--- config.mk ---
export PLATFORM = sky130hd
export DESIGN_NAME = ctl_pkt_arb
export DESIGN_NICKNAME = d
export VERILOG_FILES = /design/src/rtl/ctl_pkt_arb.sv
export SDC_FILE = /design/constraint.sdc
export NUM_CORES = 2
export LEC_CHECK = 0
export CAP_MARGIN = 30
export CORE_ASPECT_RATIO = 1.25
export CORE_UTILIZATION = 60
export DETAILED_ROUTE_END_ITERATION = 8
export PLACE_DENSITY = 0.82
export SLEW_MARGIN = 40
export SYNTH_ARGS = -nofsm -noshare
export SYNTH_HDL_FRONTEND = slang
export SYNTH_SLANG_ARGS = --single-unit
--- constraint.sdc ---
create_clock -name clk -period 14.9 [get_ports clk]
set_input_delay 2.98 -clock clk [delete_from_list [all_inputs] [get_ports clk]]
set_output_delay 2.98 -clock clk [all_outputs]
set_load 0.05 [all_outputs]
--- src/rtl/ctl_pkt_arb.sv ---
// ctl_pkt_arb: two-input store-and-forward round-robin arbiter for 134-bit config packets
//   clk, rst_n         clock, asynchronous active-low reset
//   in0_* / in1_*      data, wr, ready per source (0 = DMA, 1 = local source)
//   out_data, out_wr   registered forwarded beat and its valid; out_ready = downstream accept
//   err_drop           sticky per-port drop flags
//   CTL_ARB_STATS_EN   when defined, adds grant_cnt0/grant_cnt1 forwarded-packet counters
module ctl_pkt_arb #(
  parameter int DATA_W     = 134,
  parameter int FIFO_DEPTH = 8
) (
  input  logic              clk,
  input  logic              rst_n,
  input  logic [DATA_W-1:0] in0_data,
  input  logic              in0_wr,
  output logic              in0_ready,
  input  logic [DATA_W-1:0] in1_data,
  input  logic              in1_wr,
  output logic              in1_ready,
  output logic [DATA_W-1:0] out_data,
  output logic              out_wr,
  input  logic              out_ready,
  output logic [1:0]        err_drop
`ifdef CTL_ARB_STATS_EN
  ,
  output logic [31:0]       grant_cnt0,
  output logic [31:0]       grant_cnt1
`endif
);
  localparam int AW = $clog2(FIFO_DEPTH);
  localparam int CW = AW + 1;
  typedef enum logic {IDLE, SEND} state_t;
  state_t            state, state_nx;
  logic [DATA_W-1:0] in_data [2];
  logic [1:0]        in_flag [2];
  logic [1:0]        in_wr;
  logic [DATA_W-1:0] mem [2][FIFO_DEPTH];
  logic [AW-1:0]     wptr [2];
  logic [AW-1:0]     rptr [2];
  logic [CW-1:0]     cnt [2];
  logic [CW-1:0]     pkt_cnt [2];
  logic [1:0]        in_pkt, push, pop, drop, tail_in;
  logic              gnt, gnt_nx, last, has0, has1, pop_any, tail_out;
  logic [DATA_W-1:0] sel_beat;
  assign in_data[0] = in0_data;
  assign in_data[1] = in1_data;
  assign in_flag[0] = in0_data[DATA_W-1 -: 2];
  assign in_flag[1] = in1_data[DATA_W-1 -: 2];
  assign in_wr      = {in1_wr, in0_wr};
  // Two free entries of slack cover a source that reacts to ready one cycle late.
  assign in0_ready = (CW'(FIFO_DEPTH) - cnt[0]) >= CW'(2);
  assign in1_ready = (CW'(FIFO_DEPTH) - cnt[1]) >= CW'(2);
  // Outside a packet only a head is accepted; inside one, anything is stored until a tail.
  always_comb begin
    push    = '0;
    drop    = '0;
    tail_in = '0;
    for (int n = 0; n < 2; n++) begin
      push[n]    = in_wr[n] && (cnt[n] != CW'(FIFO_DEPTH)) && (in_pkt[n] || in_flag[n] == 2'b01);
      drop[n]    = in_wr[n] && !push[n];
      tail_in[n] = push[n] && in_pkt[n] && in_flag[n] == 2'b10;
    end
  end
  assign has0     = pkt_cnt[0] != '0;
  assign has1     = pkt_cnt[1] != '0;
  assign sel_beat = mem[gnt][rptr[gnt]];
  assign pop_any  = state == SEND && out_ready && cnt[gnt] != '0;
  assign pop      = {pop_any & gnt, pop_any & ~gnt};
  assign tail_out = pop_any && sel_beat[DATA_W-1 -: 2] == 2'b10;
  // Round-robin: with both ports holding a packet, the one not served last wins.
  always_comb begin
    state_nx = state == IDLE ? ((has0 || has1) ? SEND : IDLE) : (tail_out ? IDLE : SEND);
    gnt_nx   = state == IDLE ? ((has0 && has1) ? ~last : ~has0) : gnt;
  end
  always_ff @(posedge clk or negedge rst_n)
    if (!rst_n) state <= IDLE;
    else        state <= state_nx;
  always_ff @(posedge clk)
    for (int n = 0; n < 2; n++)
      if (push[n]) mem[n][wptr[n]] <= in_data[n];
  always_ff @(posedge clk or negedge rst_n)
    if (!rst_n) begin
      gnt      <= 1'b0;
      last     <= 1'b1;
      out_wr   <= 1'b0;
      out_data <= '0;
      err_drop <= '0;
      in_pkt   <= '0;
      for (int n = 0; n < 2; n++) begin
        wptr[n]    <= '0;
        rptr[n]    <= '0;
        cnt[n]     <= '0;
        pkt_cnt[n] <= '0;
      end
    end else begin
      gnt      <= gnt_nx;
      out_wr   <= pop_any;
      err_drop <= err_drop | drop;
      if (tail_out) last <= gnt;
      if (pop_any) out_data <= sel_beat;
      for (int n = 0; n < 2; n++) begin
        wptr[n]    <= wptr[n] + AW'(push[n]);
        rptr[n]    <= rptr[n] + AW'(pop[n]);
        cnt[n]     <= cnt[n] + CW'(push[n]) - CW'(pop[n]);
        pkt_cnt[n] <= pkt_cnt[n] + CW'(tail_in[n]) - CW'(pop[n] & tail_out);
        if (push[n]) in_pkt[n] <= in_pkt[n] ? in_flag[n] != 2'b10 : 1'b1;
      end
    end
`ifdef CTL_ARB_STATS_EN
  always_ff @(posedge clk or negedge rst_n)
    if (!rst_n) begin
      grant_cnt0 <= '0;
      grant_cnt1 <= '0;
    end else begin
      if (tail_out && !gnt) grant_cnt0 <= grant_cnt0 + 32'd1;
      if (tail_out && gnt)  grant_cnt1 <= grant_cnt1 + 32'd1;
    end
`endif
endmodule

==> results.md <==
* Fmax at 161.7 MHz
* Core box area at 0.1444 mm²
* Die Ht at 428.4 µm
* Hold_buf cts at 0
* RSZ-0062 raised after global routing: false
* CTS buffer count at 203
* Synth Area per Inst at 23.23 µm²
* Global-route usage over all layers at 31.12%
* Sink Count at 2314
* Avg WL per Cell at 35.37 µm
* Hpwl dp at 119500 µm
* Final setup TNS at 0 ns
* Status: completed
* Worst VDD drop at 0.1542 mV
* R2R depth at 9
* Max Slew Vio Count at 0
* Ports at 412
* Syn Inst Count at 3757
* Die area at 0.1470 mm²
* Crit path max fanout at 42
* Sw Share at 32.64%
* Sequential area share after synthesis at 78.66%
* Post-synth EDFFs at 2144
* # rows at 156
* Critical Path Start Type: input pin
* Ys flop type: edfxtp_1
* Post-synthesis sequential element count at 2314
* Worst Skew at 0.05293 ns
* Hold Violations, Final at 0
* Flop pwr share at 40.5%
* Clock share of power at 26.7%
* Routed via count at 43400
* Mapped cell area at 0.08726 mm²
* Layout Cells excl Fill at 6361
* Post-CTS setup buffers at 0
* Final worst path period need at 6.184 ns
* Tcrit/Tclk final at 41.51%
* Clk buf depth at 3
* Largest net degree at the start of global routing at 97
* WS Path Type: input pin to register
* Worst flop-to-flop path endpoint: out_data[46]$_DFFE_PN0N_
* Grt ovf at 0
* Hold crit path type: register to register
* DRT Pass-1 Iters at 5
* Root buffer selected by CTS: clkbuf_16
* Post-synth ARST share at 7.347%
* Routed Antenna Nets at 0
* Tot Pwr at 20.28 mW
* Data arrival, critical path at 6.62 ns
* Layout fillers at 8060
* Iteration-0 DRC Markers at 5413
* Multi-input gate area at 0.01778 mm²
* Unique cell type count in the Yosys netlist at 36
* Clock-pin slew on the worst setup and hold paths at 0.06 ns
* NetSw at 6.620 mW
* Initial core utilization at 60.41%
* Quantity of gates resized following cts at 0
* Number of synthesis warnings at 0
* Nets at 4579
* First-pass GRT wire length at 322900 µm
* FF+latch area at 0.06864 mm²
* Critical path startpoint: in0_data[132]
* Post-route DRC violation count at 0
* Min-delay src: err_drop[0]$_DFF_PN0_
* Startpoint of the worst-slack reg-to-reg timing path: gnt$_DFFE_PN0N_
* # placed instances at 5954
* Final GP Congestion at 0.7866
* Crit end category: register
* Syn_nets at 4068
* Syn-to-layout area delta at 15.97%
* Least-Margin Pin Slew at 0.9167 ns
* Pleak at 33.32 nW
* PD cells at 200.4 mW/mm²
* Combinational power share at 32.8%
* Reg2reg setup slack at 10.19 ns
* Initial antenna violation count at 38
* CP required at 15.34 ns
* Avg Vias per Cell at 6.823
* Layout cells sized above 1 at 21.79%
* Final setup vio count at 0
* P_int at 13.66 mW
* Min-Delay Endpoint: err_drop[0]$_DFF_PN0_
* Die W at 343.1 µm
* CTS tree: built
* Hold depth at 1
* Skew-Pair Late Insertion Delay at 0.86 ns
* Relative slew slack at 38.89%
* Port bufs at 411
* H-tree lvl count at 4
* Total wire length at 225000 µm
* Vias in the first global route at 46550
* Max-cap violations at 0
==> worst max-delay path, cell delays in order <==
cell,delay [ns]
clkdlybuf4s50_1,0.76
nor2b_1,0.19
o21ai_0,0.19
inv_1,0.18
nand2_1,0.26
nor2_4,0.50
buf_4,0.67
buf_4,0.80
==> power groups by stage <==
stage                     registers, mW  logic [mW]  clock network (mW)
after global placement             8.30        6.30                   0
after CTS                          8.23        6.65                5.45
after detailed placement           8.33        6.50                   0
after floorplan                    8.84        4.05                   0
after global routing               8.24        6.97                5.69
final                              8.21        6.66                5.41
==> registers in the layout, summed over array words and instances, names as in the netlist <==
register  cells
pkt_cnt       8
err_drop      2
state         1
cnt           8
gnt           1
wptr          6
out_data    134
out_wr        1
rptr          6
last          1
in_pkt        2
mem        2144
==> cells by family (layout without fill, tap and decap cells) <==
kind of cell	Yosys count	in the layout	share of synthesized area (%)
AOI/OAI and AO/OA	156	156	1.518
xor gates and xnor gates	16	16	0.1606
adders and majority gates	38	38	0.5793
buffers and inverters	222	912	1.146
DFF	2314	2314	78.66
muxes	818	818	17.03
other	0	18	0
and+or+nand+nor	193	193	0.9091
==> synthesized netlist by cell type (all sizes together) (11+ instances only) <==
library cell | instances | area, µm²
ha | 34 | 425.4
a21oi | 11 | 55.05
inv | 28 | 105.1
o221ai | 133 | 1182
clkbuf | 50 | 187.7
edfxtp | 2144 | 64380
mux2i | 283 | 2845
mux4 | 532 | 11980
nand2 | 146 | 548.0
buf | 144 | 706.9
nor2 | 23 | 86.33
dfrtp | 169 | 4229
==> layout by cell type (no fill, tap or decap), types with 6 or more instances in the layout <==
cell,Yosys,final
buf_16,0,13
clkinvlp_4,0,15
clkinv_1,0,29
nand2b_1,7,6
clkinv_2,0,39
clkdlybuf4s50_1,0,409
bufinv_16,0,23
nor2_4,0,12
mux4_2,532,532
o221ai_1,132,132
clkbuf_1,50,36
inv_1,27,27
buf_4,1,27
diode_2,0,18
mux2i_1,282,282
dfrtp_1,169,168
nand2_1,146,145
edfxtp_1,2144,2144
clkbuf_16,0,204
nor2_1,23,11
ha_1,34,34
buf_6,0,31
xor2_1,7,7
buf_12,0,13
clkbuf_8,0,16
inv_6,0,8
a21oi_1,11,11
xnor2_1,9,9
==> how the worst max path moves through the flow <==
| stage | to | cells after the start |
|---|---|---|
| floorplan | mem[1][1000]$_DFFE_PP_ | 5 |
| global placement | mem[0][856]$_DFFE_PP_ | 8 |
| detailed placement | mem[0][332]$_DFFE_PP_ | 8 |
| CTS | mem[0][358]$_DFFE_PP_ | 8 |
| global route | mem[1][222]$_DFFE_PP_ | 8 |
| finish | mem[0][345]$_DFFE_PP_ | 8 |
==> area by class of cell <==
class	count	area share [%]
inverter	28	0.1039
sequential	2314	67.83
tap	1896	2.344
clock inverter	129	1.434
multi-input combinational	1221	17.57
clock buffer	255	5.371
antenna	18	0.04451
timing repair buffer	500	5.305
==> metal layers <==
metal  track usage (%)  routed length (µm)
met3             6.516               21860
met4             13.46                9520
met2             52.91              118500
met5                 0                 135
met1             38.83               75000
==> through the flow <==
stage	worst slack (ns)	hold WS [ns]	util (%)	area [µm²]
2_1_floorplan	1.362	0.4410	-	87260
3_3_place_gp	7.419	0.4478	64.83	93640
3_5_place_dp	7.688	0.4463	65.18	94140
4_1_cts	8.514	0.4566	69.95	101000
5_1_grt	8.660	0.5012	70.06	101200
6_report	8.716	0.4551	70.06	101200
No activity file was read; power rests on OpenSTA's default activity.
